[src/rtl/alu_exec.sv]
// alu_exec - execute stage that feeds the register file write ports.
//
// Accepts one decoded R-type operation per in_valid/in_ready handshake and
// produces a result (written to rs) and a carry/extension byte (written to
// the dedicated COUT register). Single-cycle ops complete in the accept
// cycle; MUL runs a DW-step shift-add and holds in_ready low meanwhile.
//
// Ports:
//   clk         rising-edge clock
//   reset_n     asynchronous active-low reset
//   in_valid    operation offered
//   in_ready    stage can accept (high only while IDLE)
//   op          opcode: 0 ADD,1 SUB,2 AND,3 OR,4 XOR,5 SLL,6 SRL,7 MUL,8 MOV,9-15 NOP
//   rs_addr     destination register (also left-operand source)
//   rs_val      left operand
//   rt_val      right operand
//   wb_we       one-cycle write pulse for wb_data -> rs
//   wb_cout_we  one-cycle write pulse for wb_cout -> COUT
//   wb_addr     write address
//   wb_data     result value
//   wb_cout     carry/extension value
module alu_exec #(
  parameter int DW = 8,
  parameter int AW = 2
) (
  input  logic          clk,
  input  logic          reset_n,
  input  logic          in_valid,
  output logic          in_ready,
  input  logic [3:0]    op,
  input  logic [AW-1:0] rs_addr,
  input  logic [DW-1:0] rs_val,
  input  logic [DW-1:0] rt_val,
  output logic          wb_we,
  output logic          wb_cout_we,
  output logic [AW-1:0] wb_addr,
  output logic [DW-1:0] wb_data,
  output logic [DW-1:0] wb_cout
);

  localparam int CW = (DW > 1) ? $clog2(DW) : 1;

  localparam logic [3:0] OP_ADD = 4'd0;
  localparam logic [3:0] OP_SUB = 4'd1;
  localparam logic [3:0] OP_AND = 4'd2;
  localparam logic [3:0] OP_OR  = 4'd3;
  localparam logic [3:0] OP_XOR = 4'd4;
  localparam logic [3:0] OP_SLL = 4'd5;
  localparam logic [3:0] OP_SRL = 4'd6;
  localparam logic [3:0] OP_MUL = 4'd7;
  localparam logic [3:0] OP_MOV = 4'd8;

  typedef enum logic {IDLE, MUL} state_t;

  state_t state, state_next;

  logic [CW-1:0]   cnt;
  logic [DW-1:0]   mcand;
  logic [DW-1:0]   mplier;
  logic [AW-1:0]   mul_addr;
  logic [2*DW-1:0] acc;
  logic [2*DW-1:0] acc_step;
  logic            mul_last;

  logic [DW-1:0]   alu_data;
  logic [DW-1:0]   alu_cout;
  logic            alu_we;
  logic            alu_cout_we;

  logic [DW:0]     sum;
  logic [DW:0]     diff;
  logic [2:0]      sh;
  logic [2*DW-1:0] sll_ext;
  logic [2*DW-1:0] srl_ext;

  logic            accept;

  assign in_ready = (state == IDLE);
  assign accept   = in_valid && in_ready;
  assign mul_last = (cnt == CW'(DW - 1));

  // Shift-add step: add the multiplicand, weighted by the current bit
  // position, when that multiplier bit is set.
  assign acc_step = acc + (mplier[cnt] ? ({{DW{1'b0}}, mcand} << cnt) : '0);

  // Single-cycle result. Shifts are done on a double-width word so the
  // bits pushed out land in the other half, giving cout directly; a zero
  // shift leaves that half empty.
  always_comb begin
    sum         = {1'b0, rs_val} + {1'b0, rt_val};
    diff        = {1'b0, rs_val} - {1'b0, rt_val};
    sh          = rt_val[2:0];
    sll_ext     = {{DW{1'b0}}, rs_val} << sh;
    srl_ext     = {rs_val, {DW{1'b0}}} >> sh;
    alu_data    = '0;
    alu_cout    = '0;
    alu_we      = 1'b1;
    alu_cout_we = 1'b1;
    case (op)
      OP_ADD: begin
        alu_data = sum[DW-1:0];
        alu_cout = {{(DW-1){1'b0}}, sum[DW]};
      end
      OP_SUB: begin
        alu_data = diff[DW-1:0];
        alu_cout = {{(DW-1){1'b0}}, diff[DW]};
      end
      OP_AND: alu_data = rs_val & rt_val;
      OP_OR:  alu_data = rs_val | rt_val;
      OP_XOR: alu_data = rs_val ^ rt_val;
      OP_SLL: begin
        alu_data = sll_ext[DW-1:0];
        alu_cout = sll_ext[2*DW-1:DW];
      end
      OP_SRL: begin
        alu_data = srl_ext[2*DW-1:DW];
        alu_cout = srl_ext[DW-1:0];
      end
      OP_MOV: begin
        alu_data    = rt_val;
        alu_cout_we = 1'b0;
      end
      default: begin
        alu_we      = 1'b0;
        alu_cout_we = 1'b0;
      end
    endcase
  end

  always_comb begin
    state_next = state;
    case (state)
      IDLE:    if (accept && op == OP_MUL) state_next = MUL;
      MUL:     if (mul_last) state_next = IDLE;
      default: state_next = IDLE;
    endcase
  end

  always_ff @(posedge clk or negedge reset_n) begin
    if (!reset_n) state <= IDLE;
    else          state <= state_next;
  end

  always_ff @(posedge clk or negedge reset_n) begin
    if (!reset_n) begin
      cnt        <= '0;
      mcand      <= '0;
      mplier     <= '0;
      mul_addr   <= '0;
      acc        <= '0;
      wb_we      <= 1'b0;
      wb_cout_we <= 1'b0;
      wb_addr    <= '0;
      wb_data    <= '0;
      wb_cout    <= '0;
    end else begin
      wb_we      <= 1'b0;
      wb_cout_we <= 1'b0;
      if (state == IDLE) begin
        if (accept) begin
          if (op == OP_MUL) begin
            mcand    <= rs_val;
            mplier   <= rt_val;
            mul_addr <= rs_addr;
            acc      <= '0;
            cnt      <= '0;
          end else if (alu_we) begin
            wb_we      <= 1'b1;
            wb_cout_we <= alu_cout_we;
            wb_addr    <= rs_addr;
            wb_data    <= alu_data;
            if (alu_cout_we) wb_cout <= alu_cout;
          end
        end
      end else begin
        acc <= acc_step;
        cnt <= cnt + CW'(1);
        if (mul_last) begin
          cnt        <= '0;
          wb_we      <= 1'b1;
          wb_cout_we <= 1'b1;
          wb_addr    <= mul_addr;
          wb_data    <= acc_step[DW-1:0];
          wb_cout    <= acc_step[2*DW-1:DW];
        end
      end
    end
  end

endmodule

[config.mk]
export PLATFORM = sky130hd
export DESIGN_NAME = alu_exec
export DESIGN_NICKNAME = d
export VERILOG_FILES = /design/src/rtl/alu_exec.sv
export SDC_FILE = /design/constraint.sdc
export NUM_CORES = 1
export LEC_CHECK = 0
export BUFFER_PORTS_ARGS = -buffer_cell sky130_fd_sc_hd__buf_4
export CAP_MARGIN = 20
export CORE_MARGIN = 5
export CORE_UTILIZATION = 30
export CTS_CLUSTER_DIAMETER = 100
export DETAILED_ROUTE_END_ITERATION = 8
export PLACE_DENSITY = 0.56
export SYNTH_ARGS = -nofsm -noshare
export SYNTH_HDL_FRONTEND = slang
export SYNTH_SLANG_ARGS = --single-unit
[constraint.sdc]
create_clock -name clk -period 3.6 [get_ports clk]
set_input_delay 0.72 -clock clk [delete_from_list [all_inputs] [get_ports clk]]
set_output_delay 0.72 -clock clk [all_outputs]
set_load 0.02 [all_outputs]
==> results.toml <==
[status]
status = "complete, no violations"

[grt]
gr-total-overflow = 0
antenna_found_initial = 0
grt_max_degree = 59
grt_pass1_vias = 5024
grt_pass1_wl_mm = 29.2
grtUsageTotal = 0.171

[routing]
vias = 5093
via_per_inst = 5.54
wl_per_cell_um = 19.9
drtIter0Drc = 550
drc = 0
drt-pass1-iter-count = 5
ant_nets = 0
routed_wl_mm = 18.3

[clock_network]
holdBufCountCts = 0
htree_levels = 3
clock_latency_ps = 330
cts_made_buffers = 9
cts.repair.resized = 0
cts-root-buf = "clkbuf_16"
clk_pin_slew_ps = 60
cts_tree = "yes"
cts_sinks = 58
post-cts-setup-buffer-count = 0
clk_path_buf_depth = 2

[final_layout]
seq_area_mm2 = 0.00145
fillers = 1928
fin_nets = 753
insertedDiodeCount = 0
syn_to_final_growth_pct = 14.0
multiInputGateArea_mm2 = 0.00384
layout-drive-gt1-share = 0.173

[run]
cap_violations = 0

[place]
io_buffers = 45
gp_congestion = 0.912
dp_hpwl_mm = 14.3

[setup_path]
worstSetupPathType = "reg2reg"
worstPathMaxFanout = 13
crit_required_ps = 3810
r2r_start = "cnt[0]"
endpoint_kind = "flop"
start_kind = "flop"
cp.arrival_ps = 3490
crit_start = "cnt[0]"

[timing]
drv_slew = 0
rsz0062_at_grt = "no"
tightest_slew_ps = 848
clock_skew_ps = 10.8
min_period_ps = 3280
fin_crit_sh = 0.910
slew_headroom = 0.429
whs_ps = 466
tns_ps = 0
final_hold_viol_count = 0
setup_viol = 0
fmax_ghz = 0.305

[die]
chipWidth_um = 147
start_util = 0.304
rows = 50
core_mm2 = 0.0186
die_area_mm2 = 0.0216
die_h_um = 147
io_pins = 46

[yosys]
syn_area_mm2 = 0.00564
async_reset_ff_frac = 1.00
ys_ff_latch = 58
yosysWarnings = 0
postSynthCellCount = 654
synthFlopType = "dfrtp_1"
syn_avg_cell_area_um2 = 8.62
synth_edf_count = 0
synth_fp_nets = 726
ys_seq_area_frac = 0.257
synth.distinct_cells = 77

[min_path]
hold_path.class = "in2async"

[power_and_ir_drop]
power_density_mw_per_mm2 = 627
irDropWorstVdd_uv = 193
p_leak_nw = 2.85
-- placed cells by master, fill, tap and decap left out, types with 8 or more instances in the layout --
| cell | n |
|---|---|
| a21oi_1 | 43 |
| nor3_1 | 18 |
| xnor2_1 | 10 |
| nand2_1 | 61 |
| inv_1 | 31 |
| a211oi_1 | 9 |
| nor2_1 | 65 |
| a22o_1 | 15 |
| a31oi_1 | 14 |
| mux2i_1 | 22 |
| nand3_1 | 17 |
| buf_4 | 57 |
| ha_1 | 44 |
| nand2b_1 | 12 |
| mux4_2 | 12 |
| o21ai_0 | 23 |
| o21ai_1 | 8 |
| nor2b_1 | 9 |
| mux2_2 | 12 |
| mux2_1 | 10 |
| clkbuf_16 | 9 |
| dfrtp_1 | 58 |
-- area by class of cell --
cell class | count | area share
clock buffer | 9 | 0.0350
multi-input combinational | 519 | 0.597
timing repair buffer | 57 | 0.0666
sequential | 58 | 0.226
inverter | 36 | 0.0210
clock inverter | 7 | 0.00934
tap | 234 | 0.0455
-- metal layers --
metal,vias to the layer above,track usage,part of all wire
met1,2436,0.233,0.45
met3,18,0.0324,0.057
met2,179,0.279,0.47
met4,0,0.0466,0.017
met5,-,0,0
li1,2460,-,-
-- cell usage after synthesis (all sizes together) (15+ instances only) --
master	n	area [um^2]
buf	25	158
mux2i	22	220
dfrtp	58	1450
ha	44	551
nor3	19	100
nand3	18	95.1
nand2	61	229
a31oi	17	134
a21oi	43	215
o21ai	31	155
nor2	66	250
clkbuf	16	60.1
a22o	15	131
mux2	22	248
inv	36	135
-- worst paths after layout --
kind                               end  slack (ps)  cells after the start
max                         wb_cout[5]         320                     13
min                        mul_addr[0]         470                      1
max reg2reg                 wb_cout[5]         320                     13
min reg2reg                 wb_addr[0]         480                      2
max in group asynchronous        wb_we        2620                      1
min in group clk            wb_addr[0]         480                      2
-- logic make-up (layout without fill, tap and decap cells) --
kind of cell               after synthesis  in the layout  share of synthesized area
buffers and inverters                   77            109                     0.0626
muxes                                   56             56                      0.131
and+or+nand+nor                        223            223                      0.193
DFF                                     58             58                      0.257
xor gates and xnor gates                17             17                     0.0264
adders and majority gates               47             47                      0.108
AOI/OAI and AO/OA                      176            176                      0.222
-- metrics by stage --
| stage | util | area, um^2 | power, mW | setup slack (ps) | cells |
|---|---|---|---|---|---|
| after floorplan | - | 5640 | 2.51 | 413 | 654 |
| after detailed placement | 0.331 | 6140 | 3.22 | 338 | 904 |
| final | 0.346 | 6430 | 4.03 | 322 | 920 |
| after CTS | 0.346 | 6430 | 4.07 | 317 | 920 |
| after global placement | 0.331 | 6140 | 3.22 | 348 | 904 |
| after global routing | 0.346 | 6430 | 4.33 | 25.3 | 920 |
-- flip-flops by register name, indices dropped and copies added, names as in the netlist --
signal      cells
mul_addr        2
acc            16
wb_we           1
wb_cout         8
state           1
wb_addr         2
mplier          8
wb_data         8
wb_cout_we      1
cnt             3
mcand           8
-- critical path: stages (launching register included) --
cell	delay, ps
dfrtp_1	410
buf_4	230
mux2_2	370
a21oi_1	230
nor2_1	60
a21oi_1	150
nor2_1	60
ha_1	360
a21oi_1	250
o21ai_0	120
nor3_1	320
o21ai_1	120
xor2_1	170
a221o_1	290
-- power breakdown --
group | switching [mW] | leakage [nW] | total, mW | internal [mW]
clock network | 0.304 | 0.149 | 0.831 | 0.527
registers | 0.195 | 0.737 | 1.10 | 0.903
logic | 1.26 | 1.97 | 2.10 | 0.843
Note: power is estimated with default switching activity, not from simulation.
